## config.mk

```make
export PLATFORM = sky130hd
export DESIGN_NAME = ts_ctrl_avg
export DESIGN_NICKNAME = d
export VERILOG_FILES = /design/src/rtl/ts_ctrl_avg.sv
export SDC_FILE = /design/constraint.sdc
export NUM_CORES = 1
export LEC_CHECK = 0
export CAP_MARGIN = 20
export CORE_AREA = 4 4 69 103
export DETAILED_ROUTE_END_ITERATION = 10
export DIE_AREA = 0 0 73 107
export GPL_ROUTABILITY_DRIVEN = 0
export GPL_TIMING_DRIVEN = 0
export MAX_ROUTING_LAYER = met4
export PLACE_DENSITY = 0.7
export SLEW_MARGIN = 15
export SYNTH_ARGS = -nofsm -noshare
export SYNTH_HDL_FRONTEND = slang
export SYNTH_SLANG_ARGS = --single-unit
```

## constraint.sdc

```tcl
create_clock -name clk -period 2.5 [get_ports clk]
set_input_delay 0.5 -clock clk [delete_from_list [all_inputs] [get_ports clk]]
set_output_delay 0.5 -clock clk [all_outputs]
set_load 0.005 [all_outputs]
```

## src/rtl/ts_ctrl_avg.sv

```systemverilog
// ts_ctrl_avg: temperature-sensor controller with chopped averaging.
//   Drives the analog TS timing (enable, start pulse, conversion clock,
//   chopper phase), captures ADC samples on the synchronised DETOK edge,
//   averages 2^(AVG_LOG2+1) samples, then adds a signed trim and saturates.
// Ports:
//   clk, RSTn            clock, async active-low reset
//   meas_en, single_shot measurement enable (level) / one-shot mode
//   FLOCK, reg_ts_en_sel D2A_TS_EN source select
//   reg_offset           signed trim added to the mean
//   A2D_TS_DETOK/DOUT    conversion done (async) / result
//   D2A_TS_*             analog control outputs (registered except EN)
//   ts_out/ts_valid      averaged result and one-clk update strobe
//   ts_err               sticky conversion timeout flag
module ts_ctrl_avg #(
   parameter int DW            = 8,
   parameter int OFS_W         = 4,
   parameter int CLK_DIV       = 25,
   parameter int AVG_LOG2      = 1,
   parameter int TIMEOUT_TICKS = 40
) (
   input  logic             clk,
   input  logic             RSTn,
   input  logic             meas_en,
   input  logic             single_shot,
   input  logic             FLOCK,
   input  logic             reg_ts_en_sel,
   input  logic [OFS_W-1:0] reg_offset,
   input  logic             A2D_TS_DETOK,
   input  logic [DW-1:0]    A2D_TS_DOUT,
   output logic             D2A_TS_EN,
   output logic             D2A_TS_START_EN,
   output logic             D2A_TS_CLK,
   output logic             D2A_TS_CHOPPER_CLK,
   output logic [DW-1:0]    ts_out,
   output logic             ts_valid,
   output logic             ts_err
);

   localparam int NS  = 1 << (AVG_LOG2 + 1);
   localparam int AW  = DW + AVG_LOG2 + 1;
   localparam int CW  = AVG_LOG2 + 2;
   localparam int DVW = (CLK_DIV > 1) ? $clog2(CLK_DIV) : 1;
   localparam int TW  = $clog2(TIMEOUT_TICKS + 1);

   typedef enum logic [2:0] {IDLE, START, CONV, ACC, DONE} state_t;

   state_t          state_q;
   logic [DVW-1:0]  div_q;
   logic [TW-1:0]   tmo_q;
   logic [AW-1:0]   acc_q;
   logic [CW-1:0]   cnt_q;
   logic [DW-1:0]   cap_q, ts_out_q;
   logic            chop_q, start_en_q, tsclk_q, ts_valid_q, ts_err_q, meas_en_q;
   logic [2:0]      detok_q;   // [1:0] synchroniser, [2] edge history

   logic            det_edge, tick, meas_rise;
   logic [DW-1:0]   mean, res;
   logic signed [DW+1:0] sum_d;

   assign det_edge  = detok_q[1] & ~detok_q[2];
   assign tick      = (div_q == DVW'(CLK_DIV - 1));
   assign meas_rise = meas_en & ~meas_en_q;

   // Mean plus sign-extended trim, clamped to the DW-bit unsigned range.
   always_comb begin
      mean  = DW'(acc_q >> (AVG_LOG2 + 1));
      sum_d = $signed({2'b00, mean}) +
              $signed({{(DW + 2 - OFS_W){reg_offset[OFS_W-1]}}, reg_offset});
      if (sum_d[DW+1])   res = '0;
      else if (sum_d[DW]) res = '1;
      else               res = sum_d[DW-1:0];
   end

   always_ff @(posedge clk or negedge RSTn) begin
      if (!RSTn) begin
         state_q    <= IDLE;
         div_q      <= '0;
         tmo_q      <= '0;
         acc_q      <= '0;
         cnt_q      <= '0;
         cap_q      <= '0;
         ts_out_q   <= '0;
         chop_q     <= 1'b0;
         start_en_q <= 1'b0;
         tsclk_q    <= 1'b0;
         ts_valid_q <= 1'b0;
         ts_err_q   <= 1'b0;
         meas_en_q  <= 1'b0;
         detok_q    <= '0;
      end else begin
         detok_q    <= {detok_q[1:0], A2D_TS_DETOK};
         meas_en_q  <= meas_en;
         ts_valid_q <= 1'b0;
         div_q      <= tick ? '0 : div_q + 1'b1;

         // Losing meas_en mid-measurement abandons the frame; DONE still
         // completes so a finished average is never thrown away.
         if (!meas_en && state_q != IDLE && state_q != DONE) begin
            state_q    <= IDLE;
            start_en_q <= 1'b0;
            tsclk_q    <= 1'b0;
            chop_q     <= 1'b0;
            acc_q      <= '0;
            cnt_q      <= '0;
         end else begin
            case (state_q)
               IDLE: begin
                  if (meas_rise) ts_err_q <= 1'b0;
                  if (single_shot ? meas_rise : meas_en) begin
                     state_q    <= START;
                     start_en_q <= 1'b1;
                     div_q      <= '0;
                  end
               end
               START: begin
                  // div restarted on entry, so the first tick ends the pulse
                  if (tick) begin
                     state_q    <= CONV;
                     start_en_q <= 1'b0;
                     tmo_q      <= '0;
                  end
               end
               CONV: begin
                  if (det_edge) begin
                     cap_q   <= A2D_TS_DOUT;
                     state_q <= ACC;
                  end else if (tick) begin
                     if (tmo_q == TW'(TIMEOUT_TICKS - 1)) begin
                        // retry the same frame: chopper and count untouched
                        ts_err_q   <= 1'b1;
                        tsclk_q    <= 1'b0;
                        state_q    <= START;
                        start_en_q <= 1'b1;
                        div_q      <= '0;
                     end else begin
                        tmo_q   <= tmo_q + 1'b1;
                        tsclk_q <= ~tsclk_q;
                     end
                  end
               end
               ACC: begin
                  acc_q   <= acc_q + AW'(cap_q);
                  cnt_q   <= cnt_q + 1'b1;
                  chop_q  <= ~chop_q;
                  tsclk_q <= 1'b0;
                  if (cnt_q == CW'(NS - 1)) begin
                     state_q <= DONE;
                  end else begin
                     state_q    <= START;
                     start_en_q <= 1'b1;
                     div_q      <= '0;
                  end
               end
               DONE: begin
                  ts_out_q   <= res;
                  ts_valid_q <= 1'b1;
                  acc_q      <= '0;
                  cnt_q      <= '0;
                  chop_q     <= 1'b0;
                  if (!single_shot && meas_en) begin
                     state_q    <= START;
                     start_en_q <= 1'b1;
                     div_q      <= '0;
                  end else begin
                     state_q <= IDLE;
                  end
               end
               default: state_q <= IDLE;
            endcase
         end
      end
   end

   assign D2A_TS_EN          = reg_ts_en_sel ? FLOCK : 1'b1;
   assign D2A_TS_START_EN    = start_en_q;
   assign D2A_TS_CLK         = tsclk_q;
   assign D2A_TS_CHOPPER_CLK = chop_q;
   assign ts_out             = ts_out_q;
   assign ts_valid           = ts_valid_q;
   assign ts_err             = ts_err_q;

endmodule

```

After elaboration in Yosys (flattened, before gate mapping)
Cells that the tools add are included.
W data, S select, Z words.
- register bits after elaboration: 52
- latch bits: 0
- memory bits (writable): 0
- ROM bits: 0
- input bits: 19
- logic and storage cells: 119
- memories: 0
- $add $sub $neg: 5
- $mul: 0
- divide/modulo/power cells: 0
- order comparisons: 0
- eq/ne operators: 23
- shift-type cells: 0
- muxes and demuxes: 51
- bitwise logic cells: 7
- reduce and logical (&&, ||, !) cells: 19
- operators by type and width (operator ; number):
    $mux W5 ; 8
    $mux W3 ; 8
    $mux W6 ; 4
    $ne A3 B3 Y1 const B ; 8
    $pmux W10 S2 ; 1
    $pmux W5 S4 ; 1
    $mux W1 ; 19
    $mux W8 ; 2
    $pmux W3 S5 ; 1
    $ne A2 B2 Y1 const B ; 6
    $pmux W6 S2 ; 1
    $reduce_and A6 Y1 ; 2
    $add A10 B8 Y10 ; 1
    $add A9 B4 Y10 ; 1
    $mux W10 ; 1
    $eq A3 B2 Y1 const B ; 3
    $reduce_bool A3 Y1 ; 3
    $ne A4 B4 Y1 const B ; 2
    $reduce_and A8 Y1 ; 1
    $add A6 B1 Y6 const B ; 1
    $eq A6 B6 Y1 const B ; 1
    $pmux W1 S2 ; 3
    $pmux W3 S2 ; 1
    $reduce_and A3 Y1 ; 2
    other kinds (15) ; 24

Logic depth before layout (Yosys ltp)
Gate-level depths: netlist of the first run.
- word-level depth: 7
- gate-level depth with buffers: 9
- depth with buffers taken out: 9

Worst setup path after synthesis of the first run
No wires, ideal clock.
- path kind: input to register
- start: input reg_offset[0]
- end: register ts_out_q[0], in the netlist ts_out[0]
- data arrival time: 2.008 ns
- data required time: 2.435 ns
- path slack: 0.427 ns
- cell stages on the path: 8
- buffers on the path: 0
- path through: ha_1 > fa_1 > a21oi_1 > o21ai_0 > nand2_1 > a21oi_1 > a21oi_2 > o221a_2
- word-level cells in the longest chain between the ends: 3
- RTL lines (what ; RTL line ; RTL):
    start: declaration ; 27 ; input logic [OFS_W-1:0] reg_offset,
    $add A9 B4 Y10 * ; 67 ; sum_d = $signed({2'b00, mean}) +
    $mux W8 ; 70 ; else if (sum_d[DW]) res = '1;
    $mux W8 * ; 69 ; if (sum_d[DW+1]) res = '0;
    end signal: assignment ; 155 ; ts_out_q <= res;
    end: declaration ; 52 ; logic [DW-1:0] cap_q, ts_out_q;
Mark *: on every way between the ends. The rest lies on a longest branch, timed or not.
A chain may end at the register's enable or synchronous reset.

Final worst setup path of the first run
- start: input reg_offset[0]
- end: register ts_out_q[4], in the netlist ts_out[4]
The elaborated chain is that of the path after synthesis.

==> impl_metrics.yaml, run 1 <==
grt:
  track_usage_pct: 16.4
  grt_overflow: 0
  antenna_found_initial: 0
  grt_pass1_vias: 2332
  grt_max_degree: 32
  grt_first_pass_wirelength_um: 10100
clocking:
  hold_buffers: 0
  clk_path_buf_depth: 2
  cts_root_buf: "clkbuf_8"
  numCtsBuffers: 5
  post_cts_buffers: 0
  htreeDepth: 2
  clk_pin_slew_worst_paths_ns: 0.09
  clkSinkCount: 52
  cts_tree: "built"
  insertion_delay_ns: 0.31
min_path:
  hp-class: "in2async"
worst_setup_path:
  rr_endpoint: "acc_q[8]$_DFFE_PN0P_"
  r2r_setup_slack_ns: 0.29
  path_class: "in2reg"
  cp_max_fo: 8
  end_kind: "register"
  r2r_cells: 9
  cp_data_arrival_time_ns: 2.63
  worstReg2RegStart: "acc_q[0]$_DFFE_PN0P_"
  start_kind: "input pin"
  cp_slowest_cell: "fa_1"
  max_stage_delay_ns: 0.41
  critPathMostFrequentCell: "a21oi_1"
  crit_path_cell_trace: "clkdlybuf4s50_1, ha_1, fa_1, a21oi_1, o21ai_0, nand2_1, a21oi_1, a21oi_4, o221a_2"
  crit_required_ns: 2.75
layout:
  fin_util_pct: 57.9
  area_growth_pct: 18.0
  final_cell_mix: "dfrtp_1 (52), o21ai_0 (33), nand2_1 (30), clkdlybuf4s50_1 (30), nor2_1 (28)"
  diodes: 0
  nNetsFinal: 392
  layout-drive-gt1-share_pct: 11.1
  fillers: 546
  layout.cells.non_filler: 424
  fin_area_um2: 3570
  final_common_cell: "dfrtp_1"
power_and_ir_drop:
  power-per-cell-area_nw_per_um2: 523
  peakVddDrop_mv: 0.410
  power_uw: 1870
  p_leak_uw: 0.00164
timing:
  period_needed_ns: 2.38
  tns_ns: 0
  finalHoldViolations: 0
  tightestPinTransition_ns: 0.729
  finalCritPeriodShare_pct: 95.1
  slew_viol_final: 0
  slew_headroom_pct: 50.1
  fmax_mhz: 421
  rsz0062_at_grt: "no"
  setup_violations: 0
  fin_skew_ns: 0.00732
drt:
  viasPerCell: 5.56
  drc: 0
  ant_nets: 0
  drtIter0Drc: 90
  vias: 2359
  wire_per_inst_um: 13.7
  drt-pass1-iter-count: 4
  wirelength_um: 5800
die:
  core_um2: 6170
  io_pins: 33
  start_util_pct: 49.0
  rows: 35
  die_w_um: 73
  die-height_um: 107
  die_area_um2: 7810
synth:
  seq_area_frac_synth_pct: 43.0
  synth_fp_nets: 352
  async_reset_ff_share_pct: 100
  syn_inst: 309
  synth-edff-count: 0
  ys_warn_count: 0
  syn_area_um2: 3030
  ys_types: 53
  synth_ff_type: "dfrtp_1"
  ys_ff_latch: 52
  syn_area_per_cell_um2: 9.80
place:
  placed_cells: 416
  placed_cell_area_um2: 3460
  numPortBuffers: 32
  dpl.hpwl_um: 4430
run:
  cap_violations: 0
outcome:
  status: "complete, no violations"
-- worst max-delay path: cells and delay by family --
family / cells / cell delay (ns)
simple gates: 1 / 0.12
compound gates: 5 / 0.95
fa+ha+maj: 2 / 0.65
buf+inv: 1 / 0.40
-- registers in the layout (all words and copies together) (netlist names), 3 cells and up --
signal and cells:
acc_q 10, cap_q 8, cnt_q 3, detok_q 3
div_q 5, state_q 3, tmo_q 6, ts_out 8
-- per-stage QoR --
stage	hold slack, ns	setup WS (ns)
after floorplan	0.204	0.427
after global placement	0.336	-0.598
after detailed placement	0.355	-0.336
after CTS	0.171	0.00614
after global routing	0.199	0.0172
final	0.154	0.124
-- routing by layer --
metal,GRT usage (%),wire length [um]
met3,2.53,207
met4,5.67,98
met2,27.8,2960
met1,19.6,2540
met5,-,0
-- cell type report --
cell class	count	area (um^2)	share of cell area, %
Buffer	7	42.5	1.19
Clock buffer	6	72.6	2.03
Clock inverter	2	35.0	0.980
Inverter	15	56.3	1.58
Multi-Input combinational cell	235	1640	45.8
Sequential cell	52	1300	36.4
Tap cell	74	92.6	2.59
Timing Repair Buffer	33	338	9.45
-- power breakdown --
part           switching (uW)  internal [uW]  leakage (uW)
clock                     273            297     0.0000552
sequential               59.4            892      0.000689
combinational             203            146      0.000891
total                     535           1340       0.00164
-- synth_stat cells (3+ instances only) --
master	count	share of area, %
a21o_1	3	0.74
a21oi_1	16	2.6
a22o_1	3	0.87
buf_2	4	0.66
dfrtp_1	52	43
ha_1	22	9.1
inv_1	15	1.9
mux2_2	7	2.6
nand2_1	30	3.7
nand2b_1	7	1.4
nand3_1	9	1.5
nor2_1	28	3.5
nor2b_1	3	0.62
nor3_1	6	0.99
o211ai_1	5	1.2
o21ai_0	33	5.5
o21ai_1	3	0.50
o221a_2	8	3.0
xnor2_1	6	1.7
xor2_1	9	2.6
-- cell families after synthesis --
kind of cell	Yosys count	share of synthesized area [%]
AO/OA/AOI/OAI	88	18.8
XOR/XNOR	15	4.34
adder cells (fa/ha/maj)	24	10.4
buffers and inverters	22	3.26
flip-flops	52	43.0
multiplexers	8	2.93
AND/OR/NAND/NOR	100	17.2
-- repair_timing --
action / 4_1_cts / 5_1_grt
setup endpoints to repair: 8 / 8
cloned: 0 / 0
resized for setup: 1 / 1
-- how the worst max path moves through the flow --
stage | startpoint | end | slack (ns) | cells after the start
6_report | reg_offset[0] | ts_out[4]$_DFFE_PN0P_ | 0.12 | 9
4_1_cts | reg_offset[3] | ts_out[7]$_DFFE_PN0P_ | 0.006 | 8
3_3_place_gp | RSTn | div_q[2]$_DFF_PN0_ | -0.60 | 1
2_1_floorplan | reg_offset[0] | ts_out[0]$_DFFE_PN0P_ | 0.43 | 8
3_5_place_dp | reg_offset[3] | ts_out[4]$_DFFE_PN0P_ | -0.34 | 7
5_1_grt | reg_offset[0] | ts_out[5]$_DFFE_PN0P_ | 0.02 | 9
(Power assumes the default switching activity.)
==> run 2, diff against run 1 <==
ABC_CLOCK_PERIOD_IN_PS = 2500   (was not set)
==> results of run 2 <==
The final DEF is identical to that of run 1; final timing and power are the same.
==> run 3, diff against run 2 <==
CORE_AREA = 4 4 88 131   (was 4 4 69 103)
DIE_AREA = 0 0 92 135   (was 0 0 73 107)
PLACE_DENSITY = 0.46   (was 0.7)
==> impl_metrics.yaml, run 3 (synthesis results as in run 1) <==
layout:
  diodes: 0
  layout-drive-gt1-share_pct: 11.5
  regMostFlops: "acc_q"
  fin_area_um2: 3690
  largest_register_ffs: 10
  layout.cells.non_filler: 492
  nNetsFinal: 391
  final_common_cell: "dfrtp_1"
  final_cell_mix: "dfrtp_1 (52), o21ai_0 (32), nand2_1 (30), clkdlybuf4s50_1 (30), nor2_1 (28)"
  fin_util_pct: 35.3
  area_growth_pct: 22.0
worst_setup_path:
  rr_endpoint: "acc_q[8]$_DFFE_PN0P_"
  cp_data_arrival_time_ns: 2.55
  worstReg2RegStart: "acc_q[0]$_DFFE_PN0P_"
  crit_required_ns: 2.73
  r2r_setup_slack_ns: 0.31
  startpoint: "reg_offset[0]"
  path_class: "in2reg"
  r2r_cells: 9
  cp_max_fo: 8
  crit_path_end: "ts_out[1]$_DFFE_PN0P_"
  start_kind: "input pin"
  end_kind: "register"
place:
  pre_cts_slack_ns: -0.381
  numPortBuffers: 32
  placed_cells: 485
  placed_cell_area_um2: 3530
  dpl.hpwl_um: 4860
power_and_ir_drop:
  p_leak_uw: 0.00164
  peakVddDrop_mv: 0.259
  power-per-cell-area_nw_per_um2: 549
die:
  start_util_pct: 28.9
  core_um2: 10500
  die-height_um: 135
  die_area_um2: 12400
  io_pins: 33
  die_w_um: 92
  rows: 46
min_path:
  hp-class: "in2async"
grt:
  grt_pass1_vias: 2471
  grt_overflow: 0
  grt_max_degree: 53
  grt_first_pass_wirelength_um: 11600
  track_usage_pct: 11.8
  antenna_found_initial: 0
timing:
  fmax_mhz: 432
  finalCritPeriodShare_pct: 92.7
  slew_viol_final: 0
  fin_skew_ns: 0.00363
  finalHoldViolations: 0
  period_needed_ns: 2.32
  worst_slack_ns: 0.184
  setup_violations: 0
  rsz0062_at_grt: "no"
  tightestPinTransition_ns: 0.727
  slew_headroom_pct: 50.3
clocking:
  post_cts_buffers: 0
  clk_pin_slew_worst_paths_ns: 0.07
  cts_root_buf: "clkbuf_16"
  clk_path_buf_depth: 2
  cts_tree: "built"
  htreeDepth: 2
  hold_buffers: 0
  clkSinkCount: 52
  numCtsBuffers: 5
  insertion_delay_ns: 0.29
drt:
  viasPerCell: 4.75
  ant_nets: 0
  drt-pass1-iter-count: 4
  drtIter0Drc: 66
  drc: 0
  vias: 2339
  wirelength_um: 6580
  wire_per_inst_um: 13.4
outcome:
  status: "complete, no violations"
run:
  cap_violations: 0
[run 3: changes by cell type in the layout (fill, tap and decap cells not counted), sizes merged]
cell and change:
clkinv -1, dlygate4sd2 +1, bufinv -1, clkbuf +1, buf -1, dlymetal6s2s -1
[run 3: cell type report]
type / count / area, um^2
fill: 1127 / 6780
multi-input combinational: 235 / 1640
sequential: 52 / 1300
timing repair buffer: 32 / 317
tap: 144 / 180
clock buffer: 7 / 153
inverter: 15 / 56.3
buffer: 7 / 42.5
[run 3: repair_timing]
| action | in CTS | in global routing |
|---|---|---|
| pin swaps | 0 | 0 |
| endpoints found under the setup margin | 8 | 8 |
| gates resized for setup | 2 | 3 |
[run 3: critical path, stage by stage]
cell	delay (ns)
clkdlybuf4s50_1	0.40
ha_1	0.24
fa_1	0.43
a21oi_2	0.18
o21ai_1	0.12
nand2_1	0.10
a21oi_1	0.09
a21oi_4	0.24
o221a_2	0.24
[run 3: metrics by stage]
stage                     hold WS [ns]  setup TNS (ns)  power [uW]
after floorplan                  0.204               0        1180
after global placement           0.332          -44.76        1320
after detailed placement         0.339           -3.07        1320
after CTS                        0.287               0        2060
after global routing             0.317               0        2150
final                            0.248               0        2030
[run 3: report_power, final]
group / switching (uW) / internal (uW) / total (uW)
registers: 60.6 / 893 / 953
logic: 203 / 142 / 345
clock network: 308 / 421 / 730
[run 3: worst min-delay path by stage]
stage | startpoint | end | slack, ns | cells past startpoint
after CTS | RSTn | tmo_q[4]$_DFFE_PN0P_ | 0.29 | 1
after global routing | RSTn | tmo_q[4]$_DFFE_PN0P_ | 0.32 | 1
after floorplan | RSTn | D2A_TS_CHOPPER_CLK$_DFFE_PN0P_ | 0.20 | 0
after global placement | detok_q[0]$_DFF_PN0_ | detok_q[1]$_DFF_PN0_ | 0.33 | 0
after detailed placement | detok_q[0]$_DFF_PN0_ | detok_q[1]$_DFF_PN0_ | 0.34 | 0
final | RSTn | tmo_q[4]$_DFFE_PN0P_ | 0.25 | 1
[run 3: routing by layer]
layer	global-route usage (%)	up-vias	part of all wire (%)
li1	-	1178	-
met1	13.6	1116	44
met2	20.7	34	51
met3	1.78	11	2.6
met4	4.46	0	2.2
met5	-	-	0
